[src/rtl/arm_mem_pkg.sv]
// Shared types and constants for the ARM MEM-stage SRAM bridge.
package arm_mem_pkg;

  // Controller phases: idle, low halfword access, high halfword access, completion
  typedef enum logic [1:0] {
    IDLE = 2'd0,
    LOW  = 2'd1,
    HIGH = 2'd2,
    DONE = 2'd3
  } sram_state_t;

  // Byte address that maps to SRAM halfword 0
  localparam int DATA_BASE = 1024;

  localparam int HALF_W = 16;
  localparam int WORD_W = 32;

endpackage

[src/rtl/sram_wait_counter.sv]
// Loadable down-counter that times one halfword phase on the SRAM bus.
// o_tc is high while the count sits at zero (the last cycle of a phase).
module sram_wait_counter #(
  parameter int CW = 4
) (
  input  logic          clk,
  input  logic          i_rst,
  input  logic          i_load,
  input  logic [CW-1:0] i_load_value,
  input  logic          i_en,
  output logic [CW-1:0] o_count,
  output logic          o_tc
);

  logic [CW-1:0] r_count;

  // Load takes priority; otherwise count down while enabled and not yet at zero
  always_ff @(posedge clk) begin
    if (i_rst) begin
      r_count <= '0;
    end else if (i_load) begin
      r_count <= i_load_value;
    end else if (i_en && (r_count != '0)) begin
      r_count <= r_count - 1'b1;
    end
  end

  assign o_count = r_count;
  assign o_tc    = (r_count == '0);

endmodule

[src/rtl/sram_controller.sv]
// Bridge from the ARM MEM stage to a 16-bit asynchronous SRAM.
// A 32-bit word access is split into two halfword accesses, low half first,
// while ready holds the pipeline.
// Optional single-entry read cache: define SRAM_CTRL_READ_CACHE_EN.
module sram_controller #(
  parameter int ACCESS_CYCLES = 2,
  parameter int SRAM_AW       = 18,
  parameter int DATA_BASE     = arm_mem_pkg::DATA_BASE
) (
  input  logic                        clk,
  input  logic                        rst,
  input  logic                        MEM_W_EN,
  input  logic                        MEM_R_EN,
  input  logic [arm_mem_pkg::WORD_W-1:0] address,
  input  logic [arm_mem_pkg::WORD_W-1:0] storeValue,
  output logic [arm_mem_pkg::WORD_W-1:0] memoryData,
  output logic                        ready,
  output logic [SRAM_AW-1:0]          SRAM_ADDR,
  output logic [arm_mem_pkg::HALF_W-1:0] SRAM_DQ_OUT,
  input  logic [arm_mem_pkg::HALF_W-1:0] SRAM_DQ_IN,
  output logic                        SRAM_DQ_OE,
  output logic                        SRAM_WE_N
);
  import arm_mem_pkg::*;

  localparam int CW    = 4;
  localparam int WIX_W = SRAM_AW - 1;
  localparam logic [CW-1:0] LOAD_VAL = CW'(ACCESS_CYCLES - 1);

  sram_state_t r_state, w_state_next;

  // Request latched at acceptance
  logic              r_w_en, r_r_en;
  logic [WORD_W-1:0] r_addr, r_wdata;
  logic              w_w_en_next, w_r_en_next;
  logic [WORD_W-1:0] w_addr_next, w_wdata_next;

  // Registered outputs
  logic [WORD_W-1:0]  r_mem_data, w_mem_data_next;
  logic [SRAM_AW-1:0] r_sram_addr, w_sram_addr_next;
  logic [HALF_W-1:0]  r_dq_out, w_dq_out_next;
  logic               r_dq_oe, w_dq_oe_next;
  logic               r_we_n, w_we_n_next;

  logic              w_req, w_hit, w_is_write, w_is_read;
  logic              w_cnt_load, w_cnt_en, w_tc;
  logic [CW-1:0]     w_count;
  logic [WORD_W-1:0] w_int_in, w_int_lat;
  logic [WIX_W-1:0]  w_word_in, w_word_lat;
  logic              w_unused_bits;

  assign w_req      = MEM_W_EN | MEM_R_EN;
  assign w_is_write = r_w_en;
  assign w_is_read  = r_r_en & ~r_w_en;

  // Internal address wraps in 32 bits; the low two bits are dropped so every access is word aligned
  assign w_int_in   = address - WORD_W'(DATA_BASE);
  assign w_int_lat  = r_addr  - WORD_W'(DATA_BASE);
  assign w_word_in  = w_int_in[SRAM_AW:2];
  assign w_word_lat = w_int_lat[SRAM_AW:2];
  assign w_unused_bits = ^{w_int_in[WORD_W-1:SRAM_AW+1], w_int_in[1:0],
                           w_int_lat[WORD_W-1:SRAM_AW+1], w_int_lat[1:0]};

  sram_wait_counter #(
    .CW(CW)
  ) u_wait (
    .clk         (clk),
    .i_rst       (rst),
    .i_load      (w_cnt_load),
    .i_load_value(LOAD_VAL),
    .i_en        (w_cnt_en),
    .o_count     (w_count),
    .o_tc        (w_tc)
  );

`ifdef SRAM_CTRL_READ_CACHE_EN
  logic              r_c_valid;
  logic [WIX_W-1:0]  r_c_word;
  logic [WORD_W-1:0] r_c_data;

  assign w_hit = (r_state == IDLE) && MEM_R_EN && !MEM_W_EN && r_c_valid
                 && (r_c_word == w_word_in);

  // Fill on read completion; a write only refreshes the data when it targets the cached word
  always_ff @(posedge clk) begin
    if (rst) begin
      r_c_valid <= 1'b0;
      r_c_word  <= '0;
      r_c_data  <= '0;
    end else if (r_state == DONE) begin
      if (w_is_read) begin
        r_c_valid <= 1'b1;
        r_c_word  <= w_word_lat;
        r_c_data  <= r_mem_data;
      end else if (w_word_lat == r_c_word) begin
        r_c_data  <= r_wdata;
      end
    end
  end

  assign memoryData = w_hit ? r_c_data : r_mem_data;
`else
  assign w_hit      = 1'b0;
  assign memoryData = r_mem_data;
`endif

  assign SRAM_ADDR   = r_sram_addr;
  assign SRAM_DQ_OUT = r_dq_out;
  assign SRAM_DQ_OE  = r_dq_oe;
  assign SRAM_WE_N   = r_we_n;

  // State register
  always_ff @(posedge clk) begin
    if (rst) r_state <= IDLE;
    else     r_state <= w_state_next;
  end

  // Next state, ready, and the values the SRAM bus takes in the coming cycle
  always_comb begin
    w_state_next     = r_state;
    ready            = 1'b0;
    w_cnt_load       = 1'b0;
    w_cnt_en         = 1'b0;
    w_w_en_next      = r_w_en;
    w_r_en_next      = r_r_en;
    w_addr_next      = r_addr;
    w_wdata_next     = r_wdata;
    w_mem_data_next  = r_mem_data;
    w_sram_addr_next = r_sram_addr;
    w_dq_out_next    = r_dq_out;
    w_dq_oe_next     = r_dq_oe;
    w_we_n_next      = r_we_n;
    case (r_state)
      IDLE: begin
        ready = ~w_req | w_hit;
        if (w_req && !w_hit) begin
          w_state_next     = LOW;
          w_cnt_load       = 1'b1;
          w_w_en_next      = MEM_W_EN;
          w_r_en_next      = MEM_R_EN;
          w_addr_next      = address;
          w_wdata_next     = storeValue;
          w_sram_addr_next = {w_word_in, 1'b0};
          if (MEM_W_EN) begin
            w_dq_out_next = storeValue[HALF_W-1:0];
            w_dq_oe_next  = 1'b1;
            w_we_n_next   = 1'b0;
          end
        end
      end
      LOW, HIGH: begin
        w_cnt_en = 1'b1;
        if (w_tc) begin
          if (w_is_read) begin
            if (r_state == LOW) w_mem_data_next[HALF_W-1:0]      = SRAM_DQ_IN;
            else                w_mem_data_next[WORD_W-1:HALF_W] = SRAM_DQ_IN;
          end
          if (r_state == LOW) begin
            w_state_next     = HIGH;
            w_cnt_load       = 1'b1;
            w_sram_addr_next = {w_word_lat, 1'b1};
            if (w_is_write) begin
              w_dq_out_next = r_wdata[WORD_W-1:HALF_W];
              w_dq_oe_next  = 1'b1;
              w_we_n_next   = 1'b0;
            end
          end else begin
            w_state_next = DONE;
            w_dq_oe_next = 1'b0;
            w_we_n_next  = 1'b1;
          end
        end else if (w_is_write) begin
          // Release the strobe one cycle before the phase ends so address/data hold past it
          w_we_n_next = (w_count == CW'(1));
        end
      end
      DONE: begin
        ready        = 1'b1;
        w_state_next = IDLE;
      end
      default: w_state_next = IDLE;
    endcase
  end

  // Latched request and registered bus/data outputs
  always_ff @(posedge clk) begin
    if (rst) begin
      r_w_en      <= 1'b0;
      r_r_en      <= 1'b0;
      r_addr      <= '0;
      r_wdata     <= '0;
      r_mem_data  <= '0;
      r_sram_addr <= '0;
      r_dq_out    <= '0;
      r_dq_oe     <= 1'b0;
      r_we_n      <= 1'b1;
    end else begin
      r_w_en      <= w_w_en_next;
      r_r_en      <= w_r_en_next;
      r_addr      <= w_addr_next;
      r_wdata     <= w_wdata_next;
      r_mem_data  <= w_mem_data_next;
      r_sram_addr <= w_sram_addr_next;
      r_dq_out    <= w_dq_out_next;
      r_dq_oe     <= w_dq_oe_next;
      r_we_n      <= w_we_n_next;
    end
  end

endmodule

[config.mk]
export PLATFORM = sky130hd
export DESIGN_NAME = sram_controller
export DESIGN_NICKNAME = d
export VERILOG_FILES = /design/src/rtl/arm_mem_pkg.sv /design/src/rtl/sram_wait_counter.sv /design/src/rtl/sram_controller.sv
export SDC_FILE = /design/constraint.sdc
export NUM_CORES = 1
export LEC_CHECK = 0
export BUFFER_PORTS_ARGS = -buffer_cell sky130_fd_sc_hd__buf_2
export CORE_MARGIN = 5
export CORE_UTILIZATION = 46
export CTS_CLUSTER_DIAMETER = 50
export DETAILED_ROUTE_END_ITERATION = 8
export PLACE_DENSITY = 0.76
export SYNTH_ARGS = -nofsm -noshare
export SYNTH_HDL_FRONTEND = slang
export SYNTH_SLANG_ARGS = --single-unit
[constraint.sdc]
create_clock -name clk -period 2.6 [get_ports clk]
set_input_delay 0.39 -clock clk [delete_from_list [all_inputs] [get_ports clk]]
set_output_delay 0.39 -clock clk [all_outputs]
set_load 0.005 [all_outputs]
Word-level counts from Yosys, hierarchy flattened. Index checks and enable logic that the tools add are counted.

Register bits: 127. Bits of input ports: 84. Output and inout bits: 69. Bits in writable memories: 0. Bits in latches: 0. ROM bits: 0. Memories kept: 0. Logic and storage cells: 83.

Bitwise operators: 5. Equal/unequal tests: 11. Shift-type cells: 0. Divide/modulo/power cells: 0. Reductions and logical operators: 16. Multiply operators: 0. Multiplexer cells: 35. $add $sub $neg: 3. Magnitude comparators: 0.

Operators by type and width (count): 16-bit 2-to-1 mux (5); 18-bit 2-to-1 mux (3); 19-bit by 11-bit subtractor with 19-bit output (second input constant) (2); 18-bit case mux with 2 select lines (1); 16-bit case mux with 2 select lines (1); 1-bit 2-to-1 mux (18); 4-bit AND reduction (3); 5-bit AND reduction (2); 2-bit inequality test (second input constant) (4); 1-bit case mux with 2 select lines (4); 2-bit case mux with 3 select lines (1); 6-bit AND reduction (1); 2-bit == test (second input constant) (2); 4-bit by 1-bit == test with 1-bit output (second input constant) (1); 4-bit zero test (1); 2-bit 2-to-1 mux (2); 2-bit AND reduction (2); 2-bit nonzero test (2); 4-bit nonzero test (1); 2-bit OR reduction (2); 4-bit by 1-bit subtractor with 4-bit output (second input constant) (1); 3-bit by 2-bit inequality test with 1-bit output (second input constant) (1); 3-bit inequality test (second input constant) (1); 1-bit inverter (3); 6 further kinds (6).

Logic depth before layout (Yosys ltp). Gate-level depths: netlist of run 1.

Depth after elaboration: 6. Depth in mapped cells: 11. Mapped depth without buffers: 7.

By module. From an unflattened synthesis of run 1, not the netlist that was laid out.

Cells, all modules: 519. Area, all modules: 4769.6 um^2.

By module, submodules not included: sram_controller (sequential area each 2102.0 um^2, area an instance 4506.8 um^2, cells each 490, instances 1); sram_wait_counter (sequential area each 80.1 um^2, area an instance 262.8 um^2, cells each 29, instances 1).

Worst setup path after synthesis of run 1. Ideal clock, no wire load.

Kind: register to register. From: register r_state[0]. To: register r_sram_addr[17] (netlist: SRAM_ADDR[17]). Path buffers: 4. Library setup time: 0.095 ns. Arrival time: 2.625 ns. Setup slack: -0.120 ns. Stages on the path, launching flop included: 12. Path through: dfxtp_1 inv_1 ha_1 buf_6 clkbuf_8 buf_2 buf_1 mux2i_1 ha_1 o211ai_1 or4_1 o311ai_1.

Word-level cells in the longest chain between the ends: 4. Elaborated cells between the ends (all ways): 10. Classes of those cells: eq/ne (5); mux (1); reduce/logical (4).

RTL lines: from (decl) (RTL line sram_controller.sv:30) `sram_state_t r_state, w_state_next;`; from (signal assigned) (RTL line sram_controller.sv:115) `else r_state <= w_state_next;`; 2-bit by 1-bit == test with 1-bit output / 2-bit == test (equally long branches) (RTL line sram_controller.sv:133, sram_controller.sv:158); 2-bit OR reduction (RTL line sram_controller.sv:133) `case (r_state)`; 2-bit inequality test (no line) (tied with other cells); 4-bit AND reduction (no line); to (signal assigned) (RTL line sram_controller.sv:203) `r_sram_addr <= w_sram_addr_next;`; to (decl) (RTL line sram_controller.sv:40) `logic [SRAM_AW-1:0] r_sram_addr, w_sram_addr_next;`.

Parallel ways exist; a longest one is shown, timed or not. A chain may end at the register's enable or synchronous reset.

Final worst setup path of run 1.
From: register r_state[1]. To: register r_sram_addr[17] (netlist: SRAM_ADDR[17]).

Same word-level chain as after synthesis.

==> out/qor.txt, run 1 <==
EDFF count, synth = 0
# IOs = 153
die width = 112 um
worst hold stages = 3
first-pass GRT wire length = 19700 um
non-filler instance count after layout = 800
Placer Congestion = 0.812
Post-Place Setup Slack = 198 ps
Sink Count = 109
Max-Cap Viols = 0
gr usage total = 0.187
vias per inst = 5.23
Antenna Cells = 0
R2R Path End = SRAM_ADDR[17]$_SDFFE_PP0P_
Avg Cell Area, Syn = 8.91 um2
HP Start = storeValue[30]
Worst Tran Pin Value = 824 ps
minimum clock period after layout = 2510 ps
Async S/R FF share, synth = 0
cell area power density = 1120 nW/um2
Iter 0 DRT Violations = 302
top post-synthesis cells by area = dfxtp_1 46%, mux2i_1 10%, nand2_1 8.1%
Syn-to-layout area delta = 20.6%
kind of critical path = register to register
clock root buffer = clkbuf_8
Synth top area share = 0.460
largest net degree at the start of global routing = 55
NetSw = 2.60 mW
CP startpoint kind = register
Mapped Nets = 624
Longest Clk Path Bufs = 2
Rel. slew slack = 0.450
Final #Nets = 750
Core ar. = 10200 um2
Worst R2R Path Depth = 6
vias in the first global route = 4177
final setup vio count = 0
CP Cell Sequence = inv_1, ha_2, nor4b_1, o211ai_1, or4_1, o311ai_1
Top delay family on crit path = simple AND/OR/NAND/NOR gates
Bufs and invs on worst path = 1
CP required = 2860 ps
worst path arrival time = 2770 ps
CP Capture Type = register
Netlist cell types = 55
cell taking the most area after synthesis = dfxtp_1
Power, Total = 6.42 mW
clock latency on the worst-skew pair = 370 ps
antenna violations before repair = 1
share of cells above drive strength 1 = 0.303
Sw Ratio = 0.405
Routed Antenna Nets = 0
CTS tree = done
post-synthesis sequential area ratio = 0.460
Mapped Cells = 533
Final WS setup = 91.6 ps
Initial Util = 0.466
RSZ-0062 raised after global routing = false
slowest stage delay, CP = 550 ps
Max stage delay cell, worst path = or4_1
Final Hold Viols = 0
mapped cell area = 4750 um2
Peak VDD IR = 482 uV
leakage = 2.43 nW
CTS buffer count = 9
buffer count from post-CTS setup fixing = 0
DIE AREA = 12500 um2
count of pins over their slew limit = 0
Hold EP = r_wdata[30]$_SDFFE_PP0P_
DRC = 0
row count = 37
combinational share of power = 0.481
status = finished, final reports clean
synthesized flop and latch total = 109
Fin Clk Skew = 13.8 ps
Die Height = 112 um
gr ovfl total = 0
average wire per standard cell = 14.6 um
# H-tree levels = 3
Worst-path clk slew = 110 ps
via count = 4182
Int Power = 3.82 mW
dpl cells = 784
Routed WL = 11700 um
HPWL Detailed = 8390 um
First-pass DRT Iterations = 5
Util after Layout = 0.562
hold crit path type = input pin to register
share of total power in the clock network = 0.168
Ys Warns = 0
Synth Flop Type = dfxtp_1
critical path depth in cells = 6
worst reg2reg path startpoint = r_state[1]$_SDFFE_PP0P_
Port Buffers = 137
worst-path fanout max = 16
reg2reg setup slack = 90 ps
hold_buf cts = 0
Max Clk Rate = 399 MHz
sequential power share = 0.351
post_cts resized = 0
setup TNS = 0 ps
fin crit share = 0.965
cell usage in the layout (no fill, tap or decap), types with 2 or more instances in the layout:
cell type / Yosys / routed
dfxtp_1: 109 / 109
nor2_1: 44 / 44
o21ai_2: 1 / 2
nand3b_1: 4 / 4
o221ai_1: 2 / 2
clkinv_4: 0 / 2
nand2_2: 9 / 9
a21oi_2: 10 / 10
a21oi_1: 69 / 69
clkbuf_8: 4 / 10
mux2i_1: 48 / 48
buf_2: 8 / 136
buf_4: 2 / 17
a31oi_1: 3 / 3
nor3_1: 5 / 5
nand3_1: 3 / 3
o211ai_1: 3 / 3
nand2_1: 102 / 102
inv_1: 7 / 7
nor4b_1: 2 / 2
mux2_2: 3 / 3
a311oi_1: 2 / 2
nor4_1: 2 / 2
o21ai_0: 2 / 2
ha_1: 7 / 6
xnor2_1: 3 / 3
a211oi_1: 29 / 28
sequential cells by signal, indices dropped and copies added, names as in the netlist:
register / cells
SRAM_ADDR: 18
SRAM_DQ_OE: 1
SRAM_DQ_OUT: 16
SRAM_WE_N: 1
memoryData: 32
r_addr: 17
r_r_en: 1
r_state: 2
r_w_en: 1
r_wdata: 16
u_wait.o_count: 4
final cells by class:
class                           count  area, um2
Inverter                            7       26.3
Multi-Input combinational cell    378       2310
Sequential cell                   109       2180
Clock inverter                      5       67.6
Clock buffer                       11        141
Timing Repair Buffer              154        828
Fill cell                         936       4460
Tap cell                          136        170
worst reg2reg max path: cells and delay by family, from the launching register on:
family	cells	cell delay (ps)
AND/OR/NAND/NOR	2	1030
flip-flops	1	400
adder cells (fa/ha/maj)	1	540
buffers and inverters	1	90
AO/OA/AOI/OAI	2	340
synth_stat cells (all sizes together) (2+ instances only):
library cell  number
or2b               2
clkbuf            22
a31oi              3
dfxtp            109
inv                7
nor3               6
mux2i             48
a211oi            29
nor4               2
nor4b              2
nor3b              2
nor2              45
nand3b             4
o221ai             2
buf               17
nand3              3
mux2               3
a21oi             79
nand2            112
o211ai             3
xnor2              3
ha                 7
a311oi             2
o21ai              4
metal layers:
metal	GRT usage	vias to the layer above	routed length (um)
met3	0.0674	13	1080
li1	-	2097	-
met1	0.233	1927	5040
met5	0	-	13
met4	0.0535	2	123
met2	0.307	143	5440
worst max-delay path by stage:
| stage | start | slack, ps | endpoint |
|---|---|---|---|
| floorplan | r_state[0]$_SDFFE_PP0P_ | 40 | SRAM_ADDR[17]$_SDFFE_PP0P_ |
| global placement | r_state[1]$_SDFFE_PP0P_ | 250 | SRAM_ADDR[17]$_SDFFE_PP0P_ |
| detailed placement | r_state[1]$_SDFFE_PP0P_ | 200 | SRAM_ADDR[17]$_SDFFE_PP0P_ |
| CTS | r_state[1]$_SDFFE_PP0P_ | 130 | SRAM_ADDR[17]$_SDFFE_PP0P_ |
| global route | r_state[0]$_SDFFE_PP0P_ | 10 | SRAM_ADDR[17]$_SDFFE_PP0P_ |
| finish | r_state[1]$_SDFFE_PP0P_ | 90 | SRAM_ADDR[17]$_SDFFE_PP0P_ |
kinds of logic (layout without fill, tap and decap cells):
group	Yosys count	after routing	synth area share
AO/OA/AOI/OAI	130	130	0.172
flip-flops	109	109	0.460
adder cells (fa/ha/maj)	7	7	0.0184
XOR/XNOR	4	4	0.00738
AND/OR/NAND/NOR	186	186	0.176
buffers and inverters	46	177	0.0582
multiplexers	51	51	0.108
metrics by stage:
stage	area [um2]	hold slack, ps
floorplan	4750	436
global placement	5510	441
detailed placement	5510	448
CTS	5720	238
global route	5720	251
finish	5720	251
power by group through the flow:
stage	Clock [mW]	Sequential, mW	Combinational (mW)
global placement	0	2.27	3.01
finish	1.08	2.25	3.09
global route	1.18	2.30	3.43
floorplan	0	2.28	2.35
detailed placement	0	2.29	3.09
CTS	1.10	2.25	3.11
Power figures use the tool's default switching activity.
==> inputs of run 2 (changes only) <==
--- a/config.mk
+++ b/config.mk
@@ -5,12 +5,13 @@
 export SDC_FILE = /design/constraint.sdc
 export NUM_CORES = 1
 export LEC_CHECK = 0
+export ABC_AREA = 1
 export BUFFER_PORTS_ARGS = -buffer_cell sky130_fd_sc_hd__buf_2
 export CORE_MARGIN = 5
-export CORE_UTILIZATION = 46
+export CORE_UTILIZATION = 45
 export CTS_CLUSTER_DIAMETER = 50
 export DETAILED_ROUTE_END_ITERATION = 8
-export PLACE_DENSITY = 0.76
+export PLACE_DENSITY = 0.75
 export SYNTH_ARGS = -nofsm -noshare
 export SYNTH_HDL_FRONTEND = slang
 export SYNTH_SLANG_ARGS = --single-unit
==> run 2 against run 1 <==
Global-route usage is 0.24 points higher; hold slack worse by 6.3 ps; design area is 2.1% lower; final cell count is 14% higher; power is 9.1% higher; die area is 1.1% lower; first-iteration DRC count is 7.0% lower; clock skew is 5.6 ps lower; combinational power is 12% higher; highest routed layer unchanged.
==> out/qor.txt, run 2 <==
Final Hold Viols = 0 (unchanged)
worst hold stages = 3 (unchanged)
top post-synthesis cells by area = dfxtp_1 48%, nor2_1 12%, nand2_1 11%
Routed WL = 11600 um (-0.87%)
antenna violations before repair = 1 (unchanged)
non-filler instance count after layout = 914 (+14%)
CP Cell Sequence = inv_1, ha_1, buf_4, nor2_1, nor2_1, nand3_2, clkinv_2, or2_0, nand3_1, inv_1
Syn-to-layout area delta = 22.0%
Layout fillers = 921 (-1.6%)
CP required = 2880 ps (+20 ps)
Async S/R FF share, synth = 0 (unchanged)
worst-path fanout max = 26 (+10)
count of pins over their slew limit = 0 (unchanged)
cell taking the most area after synthesis = dfxtp_1
Rel. slew slack = 0.531 (+0.0802)
post-synthesis sequential area ratio = 0.475 (+0.0158)
fin crit share = 0.915 (-0.0498)
fin area = 5600 um2 (-2.1%)
kind of critical path = register to register
Antenna Cells = 0 (unchanged)
Hold WS = 245 ps (-6.31 ps)
Port Buffers = 137 (unchanged)
Worst Tran Pin Value = 703 ps (-121 ps)
Core ar. = 9860 um2 (-3.1%)
# H-tree levels = 3 (unchanged)
gr usage total = 0.190 (+0.00243)
Post-synth top cells = 142 x nor2_1, 135 x nand2_1, 109 x dfxtp_1
Synth Area in Adders = 0.0191 (+0.000634)
first-pass GRT wire length = 19700 um (-0.35%)
placed standard-cell area = 5370 um2 (-2.6%)
Routed Antenna Nets = 0 (unchanged)
leakage = 2.83 nW (+17%)
EDFF count, synth = 0 (unchanged)
Initial Util = 0.465 (-0.000847)
worst reg2reg path startpoint = r_state[0]$_SDFFE_PP0P_
Sink Count = 109 (unchanged)
largest family of logic cells by synthesized area = simple AND/OR/NAND/NOR gates
DIE AREA = 12300 um2 (-1.1%)
clock latency on the worst-skew pair = 380 ps (about the same)
Max stage delay cell, worst path = dfxtp_1
die width = 111 um (-0.53%)
RSZ-0062 raised after global routing = false
Post-Place Setup Slack = 183 ps (-14.6 ps)
synthesized flop and latch total = 109 (unchanged)
mapped cell area = 4590 um2 (-3.3%)
row count = 36 (-2.7%)
dpl cells = 898 (+15%)
Final WS setup = 221 ps (+130 ps)
Placer Congestion = 0.878 (+8.2%)
share of cells above drive strength 1 = 0.229 (-0.0735)
Ys Warns = 0 (unchanged)
Util after Layout = 0.568 (+0.00582)
vias per inst = 4.92 (-5.9%)
average wire per standard cell = 12.7 um (-13%)
HPWL Detailed = 8500 um (+1.3%)
Synth Area in XOR/XNOR = 0.00573 (-0.00165)
Power, Total = 7.00 mW (+9.1%)
gr ovfl total = 0 (unchanged)
First-pass DRT Iterations = 5 (unchanged)
Iter 0 DRT Violations = 281 (-7.0%)
Longest Clk Path Bufs = 2 (unchanged)
# IOs = 153 (unchanged)
Avg Cell Area, Syn = 7.04 um2 (-21%)
top-count cell post-synth = nor2_1
Final #Nets = 867 (+16%)
Max Clk Rate = 420 MHz (+5.4%)
Synth Area in Simple Gates = 0.282 (+0.106)
complex-gate fraction of the synthesized area = 0.144 (-0.0276)
commonest non-fill, non-tap cell in the layout = nor2_1
CTS buffer count = 9 (unchanged)
Synth top area share = 0.475 (+0.0158)
worst path arrival time = 2660 ps (-110 ps)
status = finished, final reports clean
minimum clock period after layout = 2380 ps (-130 ps)
largest net degree at the start of global routing = 50 (-9.1%)
HP Start = SRAM_DQ_IN[9]
Bufs and invs on worst path = 4 (+3)
Fin Clk Skew = 8.16 ps (-5.60 ps)
Max-Cap Viols = 0 (unchanged)
most frequent cells in the layout = 142 x nor2_1, 137 x buf_2, 135 x nand2_1, 109 x dfxtp_1, 77 x o21ai_0
Die Height = 111 um (-0.53%)
hold crit path type = input pin to register
via count = 4494 (+7.5%)
CP Capture Type = register
Peak VDD IR = 481 uV (-0.25%)
setup TNS = 0 ps (unchanged)
CP startpoint kind = register
Worst-path clk slew = 100 ps (about the same)
final setup vio count = 0 (unchanged)
Netlist cell types = 32 (-42%)
Worst R2R Path Depth = 10 (+4)
critical path depth in cells = 10 (+4)
Mapped Nets = 743 (+19%)
CTS tree = done
number of flip-flops in the largest register = 32 (unchanged)
Top delay family on crit path = simple AND/OR/NAND/NOR gates
Synth Flop Type = dfxtp_1
mux contribution to synthesized area = 0 (-0.108)
vias in the first global route = 4376 (+4.8%)
DRC = 0 (unchanged)
cell area power density = 1250 nW/um2 (+12%)
Mapped Cells = 652 (+22%)
clock root buffer = clkbuf_8
slowest stage delay, CP = 390 ps (-160 ps)
beginning of the critical path = r_state[0]$_SDFFE_PP0P_
-- run 2: cell types whose count changed after synthesis, sizes merged, moves of 25 or more --
cell,change
nand3,+28
a21oi,-43
inv,+42
nand2,+25
mux2i,-48
o21ai,+78
nor2,+102
a211oi,-28
-- run 2: final cells by class --
cell class / count / area, um2 / share of cell area
timing repair buffer: 147 / 764 / 0.137
tap: 133 / 166 / 0.0297
inverter: 51 / 193 / 0.0344
sequential: 109 / 2180 / 0.390
multi-input combinational: 458 / 2070 / 0.370
clock inverter: 7 / 98.8 / 0.0176
clock buffer: 9 / 124 / 0.0221
-- run 2: routing by layer --
metal  global-route usage  up-vias  routed length, um  share of wire
met5                    0        -                  7        0.00060
met4               0.0698        2                193          0.017
met3               0.0628       19                962          0.083
met2                0.327      126               5470           0.47
met1                0.218     2039               4960           0.43
li1                     -     2308                  -              -
-- run 2: path summary, 6_finish.rpt --
kind,endpoint,slack (ps)
worst min register to register,r_addr[11]$_SDFFE_PP0P_,460
worst max-delay path,SRAM_ADDR[12]$_SDFFE_PP0P_,220
worst max register to register,SRAM_ADDR[12]$_SDFFE_PP0P_,220
worst min-delay path,memoryData[25]$_SDFFE_PP0P_,240
-- run 2: logic make-up after synthesis --
| group | count (synthesis) |
|---|---|
| DFF | 109 |
| xor gates and xnor gates | 3 |
| adders and majority gates | 7 |
| and+or+nand+nor | 321 |
| AOI/OAI and AO/OA | 127 |
| buffers and inverters | 85 |
-- run 2: worst reg2reg max path, cell delays in order, from the launching register on --
cell      delay, ps
dfxtp_1         390
inv_1            90
ha_1            340
buf_4           220
nor2_1          150
nor2_1           70
nand3_2         230
clkinv_2        360
or2_0           320
nand3_1          70
inv_1            50
-- run 2: what timing repair did --
item | 4_1_cts | 5_1_grt
endpoints found under the hold margin | 0 | 0
resized for setup | 0 | 2
endpoints found under the setup margin | 0 | 17
buffers inserted | 0 | 0
hold buffers | 0 | 0
-- run 2: power by group --
part           leakage, nW  switching, mW  total [mW]  internal [mW]
sequential           0.895          0.228        2.40           2.17
clock                0.110          0.600        1.15          0.548
combinational         1.82           2.24        3.45           1.21
total                 2.83           3.07        7.00           3.93
